[config.mk]
export PLATFORM = sky130hd
export DESIGN_NAME = array_stream_reader_flat
export DESIGN_NICKNAME = d
export VERILOG_FILES = /design/src/rtl/array_stream_reader_pkg.sv /design/src/rtl/array_stream_reader_if.sv /design/src/rtl/array_stream_reader_regfile.sv /design/src/rtl/array_stream_reader.sv /design/src/flat_wrapper.sv
export SDC_FILE = /design/constraint.sdc
export NUM_CORES = 2
export LEC_CHECK = 0
export CAP_MARGIN = 10
export CORE_ASPECT_RATIO = 1.25
export CORE_MARGIN = 2
export CORE_UTILIZATION = 32
export CTS_BUF_LIST = sky130_fd_sc_hd__clkbuf_2 sky130_fd_sc_hd__clkbuf_4 sky130_fd_sc_hd__clkbuf_8
export DETAILED_ROUTE_END_ITERATION = 12
export GPL_ROUTABILITY_DRIVEN = 0
export MAX_ROUTING_LAYER = met4
export PLACE_DENSITY_LB_ADDON = 0.3
export SLEW_MARGIN = 30
export SYNTH_ARGS = -nofsm -noshare
export SYNTH_HDL_FRONTEND = slang
export SYNTH_SLANG_ARGS = --single-unit
[constraint.sdc]
create_clock -name clock -period 3.4 [get_ports clock]
set_clock_uncertainty 0.05 [all_clocks]
set_input_delay 0.51 -clock clock [delete_from_list [all_inputs] [get_ports clock]]
set_output_delay 0.51 -clock clock [all_outputs]
set_load 0.01 [all_outputs]
[src/rtl/array_stream_reader_pkg.sv]
//------------------------------------------------------------------------------
// array_stream_pkg : shared types for the array stream reader
// Rev 1.0
//------------------------------------------------------------------------------
`default_nettype none

package array_stream_pkg;

   typedef enum logic [0:0] {
      IDLE = 1'b0,
      SCAN = 1'b1
   } state_e;

endpackage

`default_nettype wire

[src/rtl/array_stream_reader_if.sv]
//------------------------------------------------------------------------------
// array_stream_reader_if : write port, scan control and output stream bundle
// Rev 1.0
//------------------------------------------------------------------------------
`default_nettype none

interface array_stream_reader_if #(
   parameter int DSIZE = 32,
   parameter int DEPTH = 32
);
   localparam int AW = $clog2(DEPTH);

   logic             wr_en;
   logic [AW-1:0]    wr_addr;
   logic [DSIZE-1:0] wr_data;
   logic             start;
   logic             clr_on_read;
   logic             busy;
   logic             done;
   logic             out_valid;
   logic             out_ready;
   logic [DSIZE-1:0] out_data;
   logic [AW-1:0]    out_index;
   logic             out_last;

   modport master (
      output wr_en, wr_addr, wr_data, start, clr_on_read, out_ready,
      input  busy, done, out_valid, out_data, out_index, out_last
   );

   modport slave (
      input  wr_en, wr_addr, wr_data, start, clr_on_read, out_ready,
      output busy, done, out_valid, out_data, out_index, out_last
   );

endinterface

`default_nettype wire

[src/rtl/array_stream_reader_regfile.sv]
//------------------------------------------------------------------------------
// array_regfile : DEPTH x DSIZE storage with write port, clear port and a
//                 read that bypasses a same-cycle write to the read index
// Rev 1.0
//------------------------------------------------------------------------------
`default_nettype none

module array_regfile #(
   parameter int DSIZE = 32,
   parameter int DEPTH = 32,
   parameter int AW    = $clog2(DEPTH)
) (
   input  wire logic             clk,
   input  wire logic             rst_n,
   input  wire logic             i_wr_en,
   input  wire logic [AW-1:0]    i_wr_addr,
   input  wire logic [DSIZE-1:0] i_wr_data,
   input  wire logic             i_clr_en,
   input  wire logic [AW-1:0]    i_clr_idx,
   input  wire logic [AW-1:0]    i_rd_idx,
   output logic      [DSIZE-1:0] o_rd_data
);

   logic [DSIZE-1:0] r_mem [DEPTH];

   // A write to the entry being cleared wins over the clear.
   always_ff @(posedge clk or negedge rst_n) begin
      if (!rst_n) begin
         for (int i = 0; i < DEPTH; i++) begin
            r_mem[i] <= '0;
         end
      end else begin
         for (int i = 0; i < DEPTH; i++) begin
            if (i_wr_en && (i_wr_addr == AW'(i))) begin
               r_mem[i] <= i_wr_data;
            end else if (i_clr_en && (i_clr_idx == AW'(i))) begin
               r_mem[i] <= '0;
            end
         end
      end
   end

   always_comb begin
      o_rd_data = r_mem[i_rd_idx];
      if (i_wr_en && (i_wr_addr == i_rd_idx)) begin
         o_rd_data = i_wr_data;
      end
   end

endmodule

`default_nettype wire

[src/rtl/array_stream_reader.sv]
//------------------------------------------------------------------------------
// array_stream_reader : streams every array entry in index order on start,
//                       with optional clear-on-read
// Rev 1.0
//------------------------------------------------------------------------------
`default_nettype none

module array_stream_reader
   import array_stream_pkg::*;
#(
   parameter int DSIZE = 32,
   parameter int DEPTH = 32
) (
   input wire logic             clock,
   input wire logic             rst_n,
   array_stream_reader_if.slave bus
);

   localparam int            AW     = $clog2(DEPTH);
   localparam logic [AW-1:0] C_LAST = AW'(DEPTH - 1);

   state_e           r_state;
   logic             r_valid;
   logic             r_done;
   logic             r_clr;
   logic [AW-1:0]    r_index;
   logic [DSIZE-1:0] r_data;

   state_e           w_state_nx;
   logic             w_valid_nx;
   logic             w_done_nx;
   logic             w_clr_nx;
   logic [AW-1:0]    w_index_nx;
   logic             w_load;
   logic [AW-1:0]    w_rd_idx;
   logic             w_clr_en;
   logic             w_hs;
   logic [DSIZE-1:0] w_rd_data;

   array_regfile #(
      .DSIZE (DSIZE),
      .DEPTH (DEPTH),
      .AW    (AW)
   ) u_regfile (
      .clk       (clock),
      .rst_n     (rst_n),
      .i_wr_en   (bus.wr_en),
      .i_wr_addr (bus.wr_addr),
      .i_wr_data (bus.wr_data),
      .i_clr_en  (w_clr_en),
      .i_clr_idx (r_index),
      .i_rd_idx  (w_rd_idx),
      .o_rd_data (w_rd_data)
   );

   assign w_hs = r_valid && bus.out_ready;

   always_comb begin
      w_state_nx = r_state;
      w_valid_nx = r_valid;
      w_done_nx  = 1'b0;
      w_clr_nx   = r_clr;
      w_index_nx = r_index;
      w_load     = 1'b0;
      w_rd_idx   = r_index + AW'(1);
      w_clr_en   = 1'b0;
      case (r_state)
         IDLE: begin
            if (bus.start) begin
               w_state_nx = SCAN;
               w_valid_nx = 1'b1;
               w_clr_nx   = bus.clr_on_read;
               w_index_nx = '0;
               w_rd_idx   = '0;
               w_load     = 1'b1;
            end
         end
         SCAN: begin
            if (w_hs) begin
               w_clr_en = r_clr;
               if (r_index == C_LAST) begin
                  w_state_nx = IDLE;
                  w_valid_nx = 1'b0;
                  w_done_nx  = 1'b1;
               end else begin
                  w_index_nx = r_index + AW'(1);
                  w_load     = 1'b1;
               end
            end
         end
         default: w_state_nx = IDLE;
      endcase
   end

   // Data/index only move on a load, so a stalled beat stays frozen.
   always_ff @(posedge clock or negedge rst_n) begin
      if (!rst_n) begin
         r_state <= IDLE;
         r_valid <= 1'b0;
         r_done  <= 1'b0;
         r_clr   <= 1'b0;
         r_index <= '0;
         r_data  <= '0;
      end else begin
         r_state <= w_state_nx;
         r_valid <= w_valid_nx;
         r_done  <= w_done_nx;
         r_clr   <= w_clr_nx;
         r_index <= w_index_nx;
         if (w_load) begin
            r_data <= w_rd_data;
         end
      end
   end

   assign bus.busy      = (r_state == SCAN);
   assign bus.done      = r_done;
   assign bus.out_valid = r_valid;
   assign bus.out_data  = r_data;
   assign bus.out_index = r_index;
   assign bus.out_last  = r_valid && (r_index == C_LAST);

endmodule

`default_nettype wire

[src/flat_wrapper.sv]
// flat-port wrapper written by rule: the top's interface ports become plain ports
module array_stream_reader_flat import array_stream_pkg::*;
#(
   parameter int DSIZE = 32,
   parameter int DEPTH = 32
)
  (clock, rst_n, bus_wr_en, bus_wr_addr, bus_wr_data, bus_start, bus_clr_on_read, bus_out_ready, bus_busy, bus_done, bus_out_valid, bus_out_data, bus_out_index, bus_out_last);
  array_stream_reader_if #(.DSIZE(DSIZE), .DEPTH(DEPTH)) bus_i ();
  input wire logic clock;
  input wire logic rst_n;
  input wire logic [$bits(bus_i.wr_en)-1:0] bus_wr_en;
  input wire logic [$bits(bus_i.wr_addr)-1:0] bus_wr_addr;
  input wire logic [$bits(bus_i.wr_data)-1:0] bus_wr_data;
  input wire logic [$bits(bus_i.start)-1:0] bus_start;
  input wire logic [$bits(bus_i.clr_on_read)-1:0] bus_clr_on_read;
  input wire logic [$bits(bus_i.out_ready)-1:0] bus_out_ready;
  output wire logic [$bits(bus_i.busy)-1:0] bus_busy;
  output wire logic [$bits(bus_i.done)-1:0] bus_done;
  output wire logic [$bits(bus_i.out_valid)-1:0] bus_out_valid;
  output wire logic [$bits(bus_i.out_data)-1:0] bus_out_data;
  output wire logic [$bits(bus_i.out_index)-1:0] bus_out_index;
  output wire logic [$bits(bus_i.out_last)-1:0] bus_out_last;
  assign bus_i.wr_en = bus_wr_en;
  assign bus_i.wr_addr = bus_wr_addr;
  assign bus_i.wr_data = bus_wr_data;
  assign bus_i.start = bus_start;
  assign bus_i.clr_on_read = bus_clr_on_read;
  assign bus_i.out_ready = bus_out_ready;
  assign bus_busy = bus_i.busy;
  assign bus_done = bus_i.done;
  assign bus_out_valid = bus_i.out_valid;
  assign bus_out_data = bus_i.out_data;
  assign bus_out_index = bus_i.out_index;
  assign bus_out_last = bus_i.out_last;
  array_stream_reader #(.DSIZE(DSIZE), .DEPTH(DEPTH)) u_core (.clock(clock), .rst_n(rst_n), .bus(bus_i));
endmodule
Yosys cells after proc, flatten, opt, wreduce, memory -nomap -nowiden
Cells that the tools add are included.
{"block": "op_classes", "muxes": 89, "n_bitwise": 2, "eq_ne": 67, "shift": 0, "mul": 0, "n_reduce_logical": 104, "n_div": 0, "order_cmp": 1, "addsub": 1}
{"cell": "32-bit 2-to-1 mux", "count": 67}
{"cell": "32-bit binary-select mux with 5-bit select", "count": 1}
{"cell": "5-bit == test, second input constant", "count": 32}
{"cell": "5-bit by 4-bit == test with 1-bit output, second input constant", "count": 16}
{"cell": "1-bit logical AND", "count": 67}
{"cell": "2-bit nonzero test", "count": 32}
{"cell": "5-bit by 3-bit == test with 1-bit output, second input constant", "count": 8}
{"cell": "5-bit 2-to-1 mux", "count": 5}
{"cell": "5-bit by 2-bit == test with 1-bit output, second input constant", "count": 4}
{"cell": "1-bit 2-to-1 mux", "count": 12}
{"cell": "5-bit by 1-bit == test with 1-bit output, second input constant", "count": 2}
{"cell": "5-bit zero test", "count": 2}
{"cell": "5-bit one-hot mux with 2 select lines", "count": 1}
{"cell": "2-bit != test, second input constant", "count": 4}
{"cell": "6-bit >= comparator, second input constant", "count": 1}
{"cell": "5-bit inverter with 6-bit output", "count": 1}
{"cell": "1-bit one-hot mux with 2 select lines", "count": 3}
{"cell": "3-bit AND reduction", "count": 2}
{"cell": "5-bit by 1-bit adder with 5-bit output, second input constant", "count": 1}
{"cell": "5-bit == test", "count": 1}
{"cell": "2-bit AND reduction", "count": 1}
{"cell": "1-bit inverter", "count": 1}
{"block": "totals", "elab_cells": 302, "regBits": 1065, "memories": 0, "output_inout_bits": 41, "latch_bits": 0, "romBits": 0, "in_bits": 43, "ram_bits": 0}

Depth between registers and ports, before layout
{"block": "logic_depth", "depth_word": 8, "ltp_mapped": 16, "depth_no_buf": 9}

By module
Synthesis repeated with hierarchy kept, for this count alone.
{"block": "unflattened", "cells_unflattened": 3666, "area_unflattened_um2": 47214.0}
{"module": "array_regfile", "cells_per_inst": 3549, "instances": 1, "seq_area_each_um2": 25624.6, "area_each_um2": 45368.5}
{"module": "array_stream_reader", "cells_per_inst": 117, "instances": 1, "seq_area_each_um2": 1026.0, "area_each_um2": 1845.5}

Worst setup path before layout
No wires, ideal clock.
{"block": "synth_path", "path_kind": "register -> register", "startpoint": "register u_core.r_index[0], in the netlist u_core.bus.out_index[0]", "endpoint": "register u_core.r_data[27], in the netlist u_core.bus.out_data[27]", "t_arrival_ns": 3.387, "t_required_ns": 3.273, "stages_incl_launch_ff": 17, "period_less_slack_ns": 3.514, "n_path_buf": 8, "slack_ns": -0.114, "setup_ns": 0.077, "path_cell_list": "dfrtp_1 > buf_4 > clkinv_1 > buf_2 > clkbuf_1 > buf_1 > ha_1 > buf_2 > inv_1 > buf_2 > clkbuf_1 > buf_1 > o2111ai_1 > a21oi_1 > nor4_1 > a211o_1 > a21oi_1"}
{"block": "synth_via", "elab_chain_len": 8, "word_cells_on_any_way": 14, "classes_between": "add/sub: 1; eq/ne: 2; mux: 9; bitwise: 1; reduce/logical: 1"}
{"element": "from (decl)", "line": "array_stream_reader.sv:26", "rtl": "logic [AW-1:0] r_index;"}
{"element": "from (signal assigned)", "line": "array_stream_reader.sv:109", "rtl": "r_index <= w_index_nx;"}
{"element": "5-bit by 1-bit adder with 5-bit output", "line": "array_stream_reader.sv:65", "rtl": "w_rd_idx = r_index + AW'(1);"}
{"element": "5-bit 2-to-1 mux", "line": "array_stream_reader.sv:69", "rtl": "if (bus.start) begin"}
{"element": "5-bit 2-to-1 mux", "line": "array_stream_reader.sv:67", "rtl": "case (r_state)"}
{"element": "5-bit inverter with 6-bit output (implied by the code)", "line": "array_stream_reader_regfile.sv:44", "rtl": "o_rd_data = r_mem[i_rd_idx];"}
{"element": "32-bit binary-select mux with 5-bit select", "line": "array_stream_reader_regfile.sv:44"}
{"element": "32-bit 2-to-1 mux (implied by the code) (2 in series)", "line": "array_stream_reader_regfile.sv:44"}
{"element": "32-bit 2-to-1 mux", "line": "array_stream_reader_regfile.sv:45", "rtl": "if (i_wr_en && (i_wr_addr == i_rd_idx)) begin"}
{"element": "to (signal assigned)", "line": "array_stream_reader.sv:111", "rtl": "r_data <= w_rd_data;"}
{"element": "to (decl)", "line": "array_stream_reader.sv:27", "rtl": "logic [DSIZE-1:0] r_data;"}
Several ways; a longest one is shown, not always the timed one. The select of a mux whose other input is x is not followed.
A chain may end at the register's enable or synchronous reset.

Final worst setup path
{"block": "layout_path", "startpoint": "register u_core.r_index[0], in the netlist u_core.bus.out_index[0]", "endpoint": "register u_core.r_data[8], in the netlist u_core.bus.out_data[8]"}
The elaborated chain is that of the path after synthesis.

==> impl_table.tex <==
\begin{tabular}{lr}
\hline
Metric & Value \\
\hline
\multicolumn{2}{l}{\textbf{Setup path}} \\
\quad Cell family with most CP delay & compound AO/OA/AOI/OAI gates \\
\quad Data arrival time of the critical path & 4.23 ns \\
\quad Sequence of cells on the critical path & ha\_1 -> buf\_4 -> xor2\_4 -> nand2\_4 -> buf\_4 -> o21ai\_0 -> a2bb2oi\_1 -> buf\_4 -> a22oi\_1 -> o2bb2ai\_1 \\
\quad Slowest stage cell on the critical path & o21ai\_0 \\
\quad Reg2Reg Setup Slack & -0.07 ns \\
\quad Start point of the critical path & u\_core.bus.out\_index[0] \\
\quad Critical path destination & u\_core.bus.out\_data[8] \\
\quad Destination of the worst register-to-register timing path & u\_core.bus.out\_data[8] \\
\quad Type of element launching the critical path & flop \\
\quad Critical-path maximum fanout & 12 \\
\quad Worst setup path class & flop to flop \\
\quad Total stage count of the critical path & 10 \\
\quad Crit path largest cell delay & 0.80 ns \\
\quad CP dominant cell by count & buf\_4 \\
\quad Sort of element at the end of the critical path & flop \\
\quad Reg2Reg Depth & 10 \\
\quad Reg-to-reg critical path startpoint & u\_core.bus.out\_index[0] \\
\quad Critical path required time & 4.16 ns \\
\quad Total buffers and inverters traversed by the critical path & 3 \\
\multicolumn{2}{l}{\textbf{Synth}} \\
\quad Top post-synthesis cells by area & dfrtp\_1 55\%, a22o\_1 19\%, clkbuf\_1 3.1\%, mux2i\_1 2.3\%, a21oi\_1 1.8\% \\
\quad Synth unique cells & 63 \\
\quad Proportion of synthesized flip-flops having asynchronous set or reset & 100\% \\
\quad Sequential fraction of the synthesis area & 55.1\% \\
\quad Most frequently used flop master after synthesis & dfrtp\_1 \\
\quad Flops \& latches, synth & 1065 \\
\quad Cell area after synthesis & 48400 um\^{}2 \\
\quad Net count after synthesis & 4232 \\
\quad Count of flip-flops with a built-in enable after synthesis & 0 \\
\quad Count of warnings emitted by yosys & 0 \\
\quad Fraction of synthesized cell area taken by the top area cell type & 55.1\% \\
\quad Cell count after synthesis & 4183 \\
\quad Largest area contributor in the synthesized netlist & dfrtp\_1 \\
\quad Mean cell area of the mapped netlist & 11.6 um\^{}2 \\
\multicolumn{2}{l}{\textbf{Timing}} \\
\quad Transition time at the pin with the least slew margin & 1.05 ns \\
\quad Setup violations, final & 1 \\
\quad Endpoints failing hold & 0 \\
\quad Setup ws final & -0.0662 ns \\
\quad Worst-case headroom to the max-slew limit & 30.2\% \\
\quad RSZ-0062 raised after global routing & no \\
\quad Slew Viols, Final & 0 \\
\quad Setup TNS & -0.0662 ns \\
\quad Worst hold slack across all endpoints & 0.0668 ns \\
\quad Peak Freq & 289 MHz \\
\quad Min Clock Period, post-route & 3.47 ns \\
\quad Fraction of the cycle the final worst path needs & 102\% \\
\multicolumn{2}{l}{\textbf{Route}} \\
\quad Number of iterations in the first detailed-routing pass & 6 \\
\quad Antenna Violating Nets Remaining & 0 \\
\quad Via count & 40700 \\
\quad Per-cell routed wire length & 31.7 um \\
\quad Number of vias per cell & 6.36 \\
\quad Final wirelength & 203 mm \\
\quad First-iteration detailed-routing DRC count & 4597 \\
\quad DRC violation count after routing & 0 \\
\multicolumn{2}{l}{\textbf{Clock tree}} \\
\quad Clk Latency, worst-skew pair & 0.93 ns \\
\quad Clock Root Buffer & clkbuf\_8 \\
\quad Number of buffers between clock root and the deepest sink & 3 \\
\quad Number of buffers created by CTS & 171 \\
\quad Clock-pin slew reported for the worst setup and hold paths after clock tree synthesis & 0.07 ns \\
\quad Total clock sinks & 1065 \\
\quad Clock H-tree levels & 4 \\
\quad CTS tree & yes \\
\multicolumn{2}{l}{\textbf{Global routing}} \\
\quad Global-route wire length before repair & 297 mm \\
\quad Sum of overflow across all layers after global routing & 0 \\
\quad Met2 routing resource usage after global routing & 40.4\% \\
\quad Gr busiest metal & met2 \\
\quad GRT Overall Usage & 26.8\% \\
\quad Pin count of the biggest net entering global routing & 116 \\
\quad Met3 usage & 5.55\% \\
\quad Via count of the first global-routing pass & 40800 \\
\quad Met1 capacity usage during global routing & 34.4\% \\
\quad Initial antenna violation count & 6 \\
\multicolumn{2}{l}{\textbf{Run status}} \\
\quad Result of the run & finished with violations \\
\quad Failing checks & negative setup slack \\
\multicolumn{2}{l}{\textbf{Floorplanning}} \\
\quad Count of standard-cell rows & 159 \\
\quad Die width & 352 um \\
\quad Die Outline Area & 154000 um\^{}2 \\
\quad Standard cell core area & 150000 um\^{}2 \\
\quad Starting utilization of the core area & 32.2\% \\
\quad I/O pin count & 84 \\
\quad Die Span Y & 439 um \\
\multicolumn{2}{l}{\textbf{Placement}} \\
\quad Setup Slack @ Placement & -0.335 ns \\
\quad Number of I/O port buffers & 83 \\
\quad Placed Instance Area & 53800 um\^{}2 \\
\quad Half-perimeter wire length after placement & 122 mm \\
\multicolumn{2}{l}{\textbf{Power}} \\
\quad Leakage power & 26.4 nW \\
\quad Max IR drop VDD & 601 uV \\
\quad Overall power consumption & 50.4 mW \\
\quad Total power density per cell area & 872 nW/um\^{}2 \\
\multicolumn{2}{l}{\textbf{Finish}} \\
\quad Fraction of layout cells with a size suffix above 1 & 19.8\% \\
\quad Total Nets Final & 4290 \\
\quad Final Cell Area & 57800 um\^{}2 \\
\quad Layout area overhead & 19.4\% \\
\multicolumn{2}{l}{\textbf{Worst hold path}} \\
\quad Path type of the worst min-delay path & input pin to async pin \\
\multicolumn{2}{l}{\textbf{Run}} \\
\quad Max capacitance violation total & 0 \\
\hline
\end{tabular}
## sequential cells by signal (all words and copies together), names as in the netlist
| register | count |
|---|---|
| u_core.u_regfile.r_mem | 1024 |
| u_core.bus.out_data | 32 |
| u_core.bus.out_index | 5 |
| u_core.bus.busy | 1 |
| u_core.bus.done | 1 |
| u_core.bus.out_valid | 1 |
| u_core.r_clr | 1 |
## cells in the final DEF (no fill, tap or decap), drive strengths merged, types with 73 or more instances in the layout
master and instances:
a22o 1031, mux2 74, clkbuf 272, a21oi 175, or3 115, o21ai 100, o211ai 106, clkdlybuf4s50 76
mux2i 111, buf 358, o22ai 80, nand2 73, nor2 173, dfrtp 1065
## routing by layer
metal | vias up | share of wire (%)
li1 | 16300 | -
met5 | - | 0
met2 | 2519 | 46
met4 | 0 | 5.1
met1 | 21300 | 40
met3 | 530 | 8.9
## power by group
| group | internal, mW | switching, mW |
|---|---|---|
| Clock | 6.86 | 5.62 |
| Combinational | 8.69 | 11.6 |
| Sequential | 15.6 | 2.04 |
## metrics by stage
step / util [%] / cells
final: 38.5 / 6397
after global routing: 38.5 / 6396
after CTS: 38.4 / 6389
after global placement: 35.8 / 6074
after detailed placement: 35.8 / 6077
after floorplan: - / 4183
## worst min-delay path by stage
stage,depth (start not counted),end,slack (ns),startpoint
floorplan,0,u_core.bus.busy,0.16,rst_n
global placement,1,u_core.u_regfile.r_mem[877],0.39,rst_n
detailed placement,1,u_core.u_regfile.r_mem[615],0.39,rst_n
CTS,2,u_core.u_regfile.r_mem[742],0.01,rst_n
global route,2,u_core.u_regfile.r_mem[742],0.03,rst_n
finish,2,u_core.u_regfile.r_mem[742],0.07,rst_n
## final cells by class
type | count | area, um^2
Multi-Input combinational cell | 2561 | 20400
Sequential cell | 1065 | 26700
Clock buffer | 272 | 3410
Inverter | 5 | 26.3
Fill cell | 14300 | 92400
Tap cell | 2012 | 2520
Antenna cell | 7 | 17.5
Clock inverter | 38 | 447
Timing Repair Buffer | 437 | 4340
## synth_stat cells (all sizes together) (2+ instances only)
| cell type | number |
|---|---|
| dfrtp | 1065 |
| o211ai | 106 |
| o311a | 13 |
| a31oi | 49 |
| a211o | 25 |
| xor2 | 2 |
| mux4 | 13 |
| nand2b | 35 |
| a21oi | 175 |
| nor2b | 14 |
| and3 | 30 |
| or3 | 115 |
| a2111oi | 13 |
| a211oi | 27 |
| nor2 | 173 |
| mux2i | 111 |
| o22ai | 80 |
| o221ai | 26 |
| a22oi | 29 |
| nand3 | 38 |
| and2 | 22 |
| o2111ai | 12 |
| a2bb2oi | 25 |
| a22o | 1031 |
| mux2 | 74 |
| a221o | 19 |
| nand2 | 73 |
| nand4 | 2 |
| o21ai | 100 |
| xnor2 | 4 |
| inv | 4 |
| nor4 | 19 |
| nor3 | 24 |
| o32ai | 13 |
| clkbuf | 421 |
| o31a | 3 |
| a221oi | 19 |
| ha | 6 |
| o2bb2ai | 22 |
| a311oi | 12 |
| a21o | 2 |
| buf | 131 |
## repair_timing
| action | 4_1_cts | 5_1_grt |
|---|---|---|
| resized for setup | 15 | 10 |
| buffers inserted | 0 | 0 |
| endpoints found under the setup margin | 11 | 10 |
| hold buffers | 2 | 0 |
| hold endpoints to repair | 450 | 0 |
| pin swaps | 0 | 1 |
## worst register-to-register path, delay by kind of cell, from the launching register on
family | cells | cell delay [ns]
and+or+nand+nor | 1 | 0.25
DFF | 1 | 0.57
AOI/OAI and AO/OA | 4 | 1.27
xor gates and xnor gates | 1 | 0.35
buffers and inverters | 3 | 0.64
adders and majority gates | 1 | 0.24
## kinds of logic (layout without fill, tap and decap cells)
| logic type | after synthesis | count (layout) | share of synthesized area [%] |
|---|---|---|---|
| other | 0 | 7 | 0 |
| DFF | 1065 | 1065 | 55.1 |
| AOI/OAI and AO/OA | 1803 | 1803 | 29.5 |
| xor gates and xnor gates | 6 | 6 | 0.202 |
| adders and majority gates | 6 | 6 | 0.155 |
| buffers and inverters | 557 | 752 | 4.74 |
| muxes | 198 | 198 | 4.62 |
| and+or+nand+nor | 548 | 548 | 5.72 |
Note: power is estimated with default switching activity, not from simulation.
==> variant (config.mk and constraints unchanged) <==
`DEPTH` is set to 32 in 4 places; all go to 16.
--- a/src/rtl/array_stream_reader_if.sv
+++ b/src/rtl/array_stream_reader_if.sv
@@ -7,5 +7,5 @@
 interface array_stream_reader_if #(
    parameter int DSIZE = 32,
-   parameter int DEPTH = 32
+   parameter int DEPTH = 16
 );
    localparam int AW = $clog2(DEPTH);
--- a/src/rtl/array_stream_reader_regfile.sv
+++ b/src/rtl/array_stream_reader_regfile.sv
@@ -8,5 +8,5 @@
 module array_regfile #(
    parameter int DSIZE = 32,
-   parameter int DEPTH = 32,
+   parameter int DEPTH = 16,
    parameter int AW    = $clog2(DEPTH)
 ) (
--- a/src/rtl/array_stream_reader.sv
+++ b/src/rtl/array_stream_reader.sv
@@ -10,5 +10,5 @@
 #(
    parameter int DSIZE = 32,
-   parameter int DEPTH = 32
+   parameter int DEPTH = 16
 ) (
    input wire logic             clock,
--- a/src/flat_wrapper.sv
+++ b/src/flat_wrapper.sv
@@ -3,5 +3,5 @@
 #(
    parameter int DSIZE = 32,
-   parameter int DEPTH = 32
+   parameter int DEPTH = 16
 )
   (clock, rst_n, bus_wr_en, bus_wr_addr, bus_wr_data, bus_start, bus_clr_on_read, bus_out_ready, bus_busy, bus_done, bus_out_valid, bus_out_data, bus_out_index, bus_out_last);
Interface: changed (resized bus_out_index and bus_wr_addr); port bits go from 84 to 82. No check against the original RTL was run, so the function may have changed too.
==> variant against the unedited design <==
Wire length is 53% lower; final area is 48% lower; register-to-register slack better by 0.60 ns; via count is 49% lower; sequential power is 44% lower; count of clock-buffer cells in the layout is 138 lower; sequential share of layout area is 0.30 points lower; die area is 46% lower; sequential cell count is 513 lower; worst setup slack better by 0.21 ns; critical path depth is 5 lower; area after synthesis is 47% lower; power is 43% lower; largest power group unchanged.
==> variant: results (changes against the unedited design) <==
grt:
  grt_pass1_wl_um: 143000  # was 297000 um
  grt.total_usage_pct: 23.3  # was 26.8%
  grt_max_degree: 147  # was 116
  antenna_found_initial: 2  # was 6
  grt_pass1_vias: 21652  # was 40.8k
layout:
  layout-drive-gt1-share_pct: 17.3  # was 19.8%
  utilization_pct: 37.7  # was 38.5%
  regMostFlops: "u_core.u_regfile.r_mem"  # unchanged
  largest_register_ff_count: 512  # was 1024
  num-fill-cells: 7601  # was 14.3k
clock_tree:
  post-cts-setup-buffers: 0  # unchanged
  cts_inserted_buffers: 89  # was 171
  clk_latency_ns: 0.71  # was 0.93 ns
  path_clk_slew_ns: 0.07  # about the same
  clock-root-buffer: "clkbuf_8"  # unchanged
  cts_buffer_depth: 3  # unchanged
  cts_max_level: 3  # was 4
placed_design:
  io_buffers: 81  # was 83
  dp_slack_ns: 0.141  # was -0.335 ns
  place_area_mm2: 0.0282  # was 0.0538 mm2
  hpwlAfterDp_um: 51300  # was 122000 um
worst_setup_path:
  worstPathMaxFanout: 13  # was 12
  crit_arrival_ns: 2.70  # was 4.23 ns
detailed_routing:
  first_iter_violations: 2109  # was 4597
  vias_per_cell: 6.14  # was 6.36
  routed_wl_um: 94700  # was 203000 um
  dr.pass1.iters: 5  # was 6
yosys:
  synth_common_cells: "dfrtp_1 (552), a22o_1 (513), clkbuf_1 (205)"  # was dfrtp_1 (1065), a22o_1 (1031), clkbuf_1 (406)
  synthTopCellsByArea: "dfrtp_1 (53%), a22o_1 (17%), clkbuf_1 (3.0%)"  # was dfrtp_1 (55%), a22o_1 (19%), clkbuf_1 (3.1%)
  synth_cell_types: 48  # was 63
  yosys_warnings: 0  # unchanged
  syn-num-nets: 2319  # was 4232
  ys_async_sr_fraction_pct: 100  # unchanged
  synth-seq-area-share_pct: 53.4  # was 55.1%
  synthFlopType: "dfrtp_1"  # unchanged
worst_hold_path:
  hold_path.class: "input port to flip-flop"  # was input port to async pin
timing:
  worstMarginPinSlew_ns: 1.05  # about the same
pwr:
  p_leak_nw: 13.8  # was 26.4 nW
  worst_ir_drop_vdd_mv: 0.867  # was 0.601 mV
outcome:
  status: "finished clean"  # was finished with violations
-- variant: cell types whose count changed in the layout (fill, tap and decap cells not counted), sizes merged, moves of 48 or more --
cell and change:
o21ai -92, o221ai +66, a21oi -94, mux2i -75
o22ai -48, dfrtp -513, a22o -518, clkbuf -138
or3 -53, a31oi -48, o211ai -106, buf -254
-- variant: through the flow --
| step | instances | hold slack (ns) |
|---|---|---|
| final | 3391 | 0.357 |
| after global routing | 3391 | 0.387 |
| after CTS | 3389 | 0.330 |
| after detailed placement | 3231 | 0.425 |
| after global placement | 3225 | 0.424 |
| after floorplan | 2273 | 0.164 |
-- variant: power breakdown --
group	internal (W)	switching (W)
Combinational	0.00552	0.00679
Clock	0.00335	0.00283
Sequential	0.00861	0.00140
Total	0.0175	0.0110
-- variant: area by class of cell --
class | count | area share, %
diodes | 2 | 0.0166
clock buffers | 134 | 5.76
clock inverters | 23 | 0.535
inverters | 36 | 0.448
multi-input cells | 1397 | 36.7
flip-flops and latches | 552 | 45.8
well taps | 1062 | 4.41
repair buffers | 185 | 6.36
-- variant: cell families (layout without fill, tap and decap cells) --
family,Yosys count,in the layout,synth area share (%)
fa+ha+maj,4,4,0.194
buf+inv,324,378,5.14
compound gates,885,885,29.0
flops,552,552,53.4
mux,101,101,4.40
other cells,0,2,0
xor+xnor,3,3,0.131
simple gates,404,404,7.71
-- variant: final timing paths --
check,start,end,cells past startpoint,slack [ns]
setup / recovery,u_core.bus.out_index[0],bus_out_last,5,0.14
hold / removal,bus_clr_on_read,u_core.r_clr,3,0.36
setup reg to reg,u_core.bus.out_index[0],u_core.bus.out_data[28],7,0.53
hold reg to reg,u_core.u_regfile.r_mem[93],u_core.u_regfile.r_mem[93],1,0.44
max in group asynchronous,rst_n,u_core.u_regfile.r_mem[268],4,1.88
min in group asynchronous,rst_n,u_core.u_regfile.r_mem[420],2,0.39
-- variant: timing repair --
item | in CTS | in global routing
gates resized for setup | 0 | 0
hold buffers | 1 | 0
hold endpoints to repair | 70 | 0
-- variant: routing by layer --
layer | vias to the layer above | track usage (%) | wire, um
met5 | - | - | 0
li1 | 8626 | - | -
met3 | 250 | 3.84 | 7160
met2 | 1032 | 35.4 | 43600
met1 | 10909 | 30.4 | 39700
met4 | 0 | 11.2 | 4190
-- variant: worst max-delay path: stages, from the launching register on --
cell	delay (ns)
dfrtp_4	0.56
ha_1	0.26
buf_4	0.20
and3_1	0.27
and2_1	0.16
clkdlybuf4s50_1	0.53
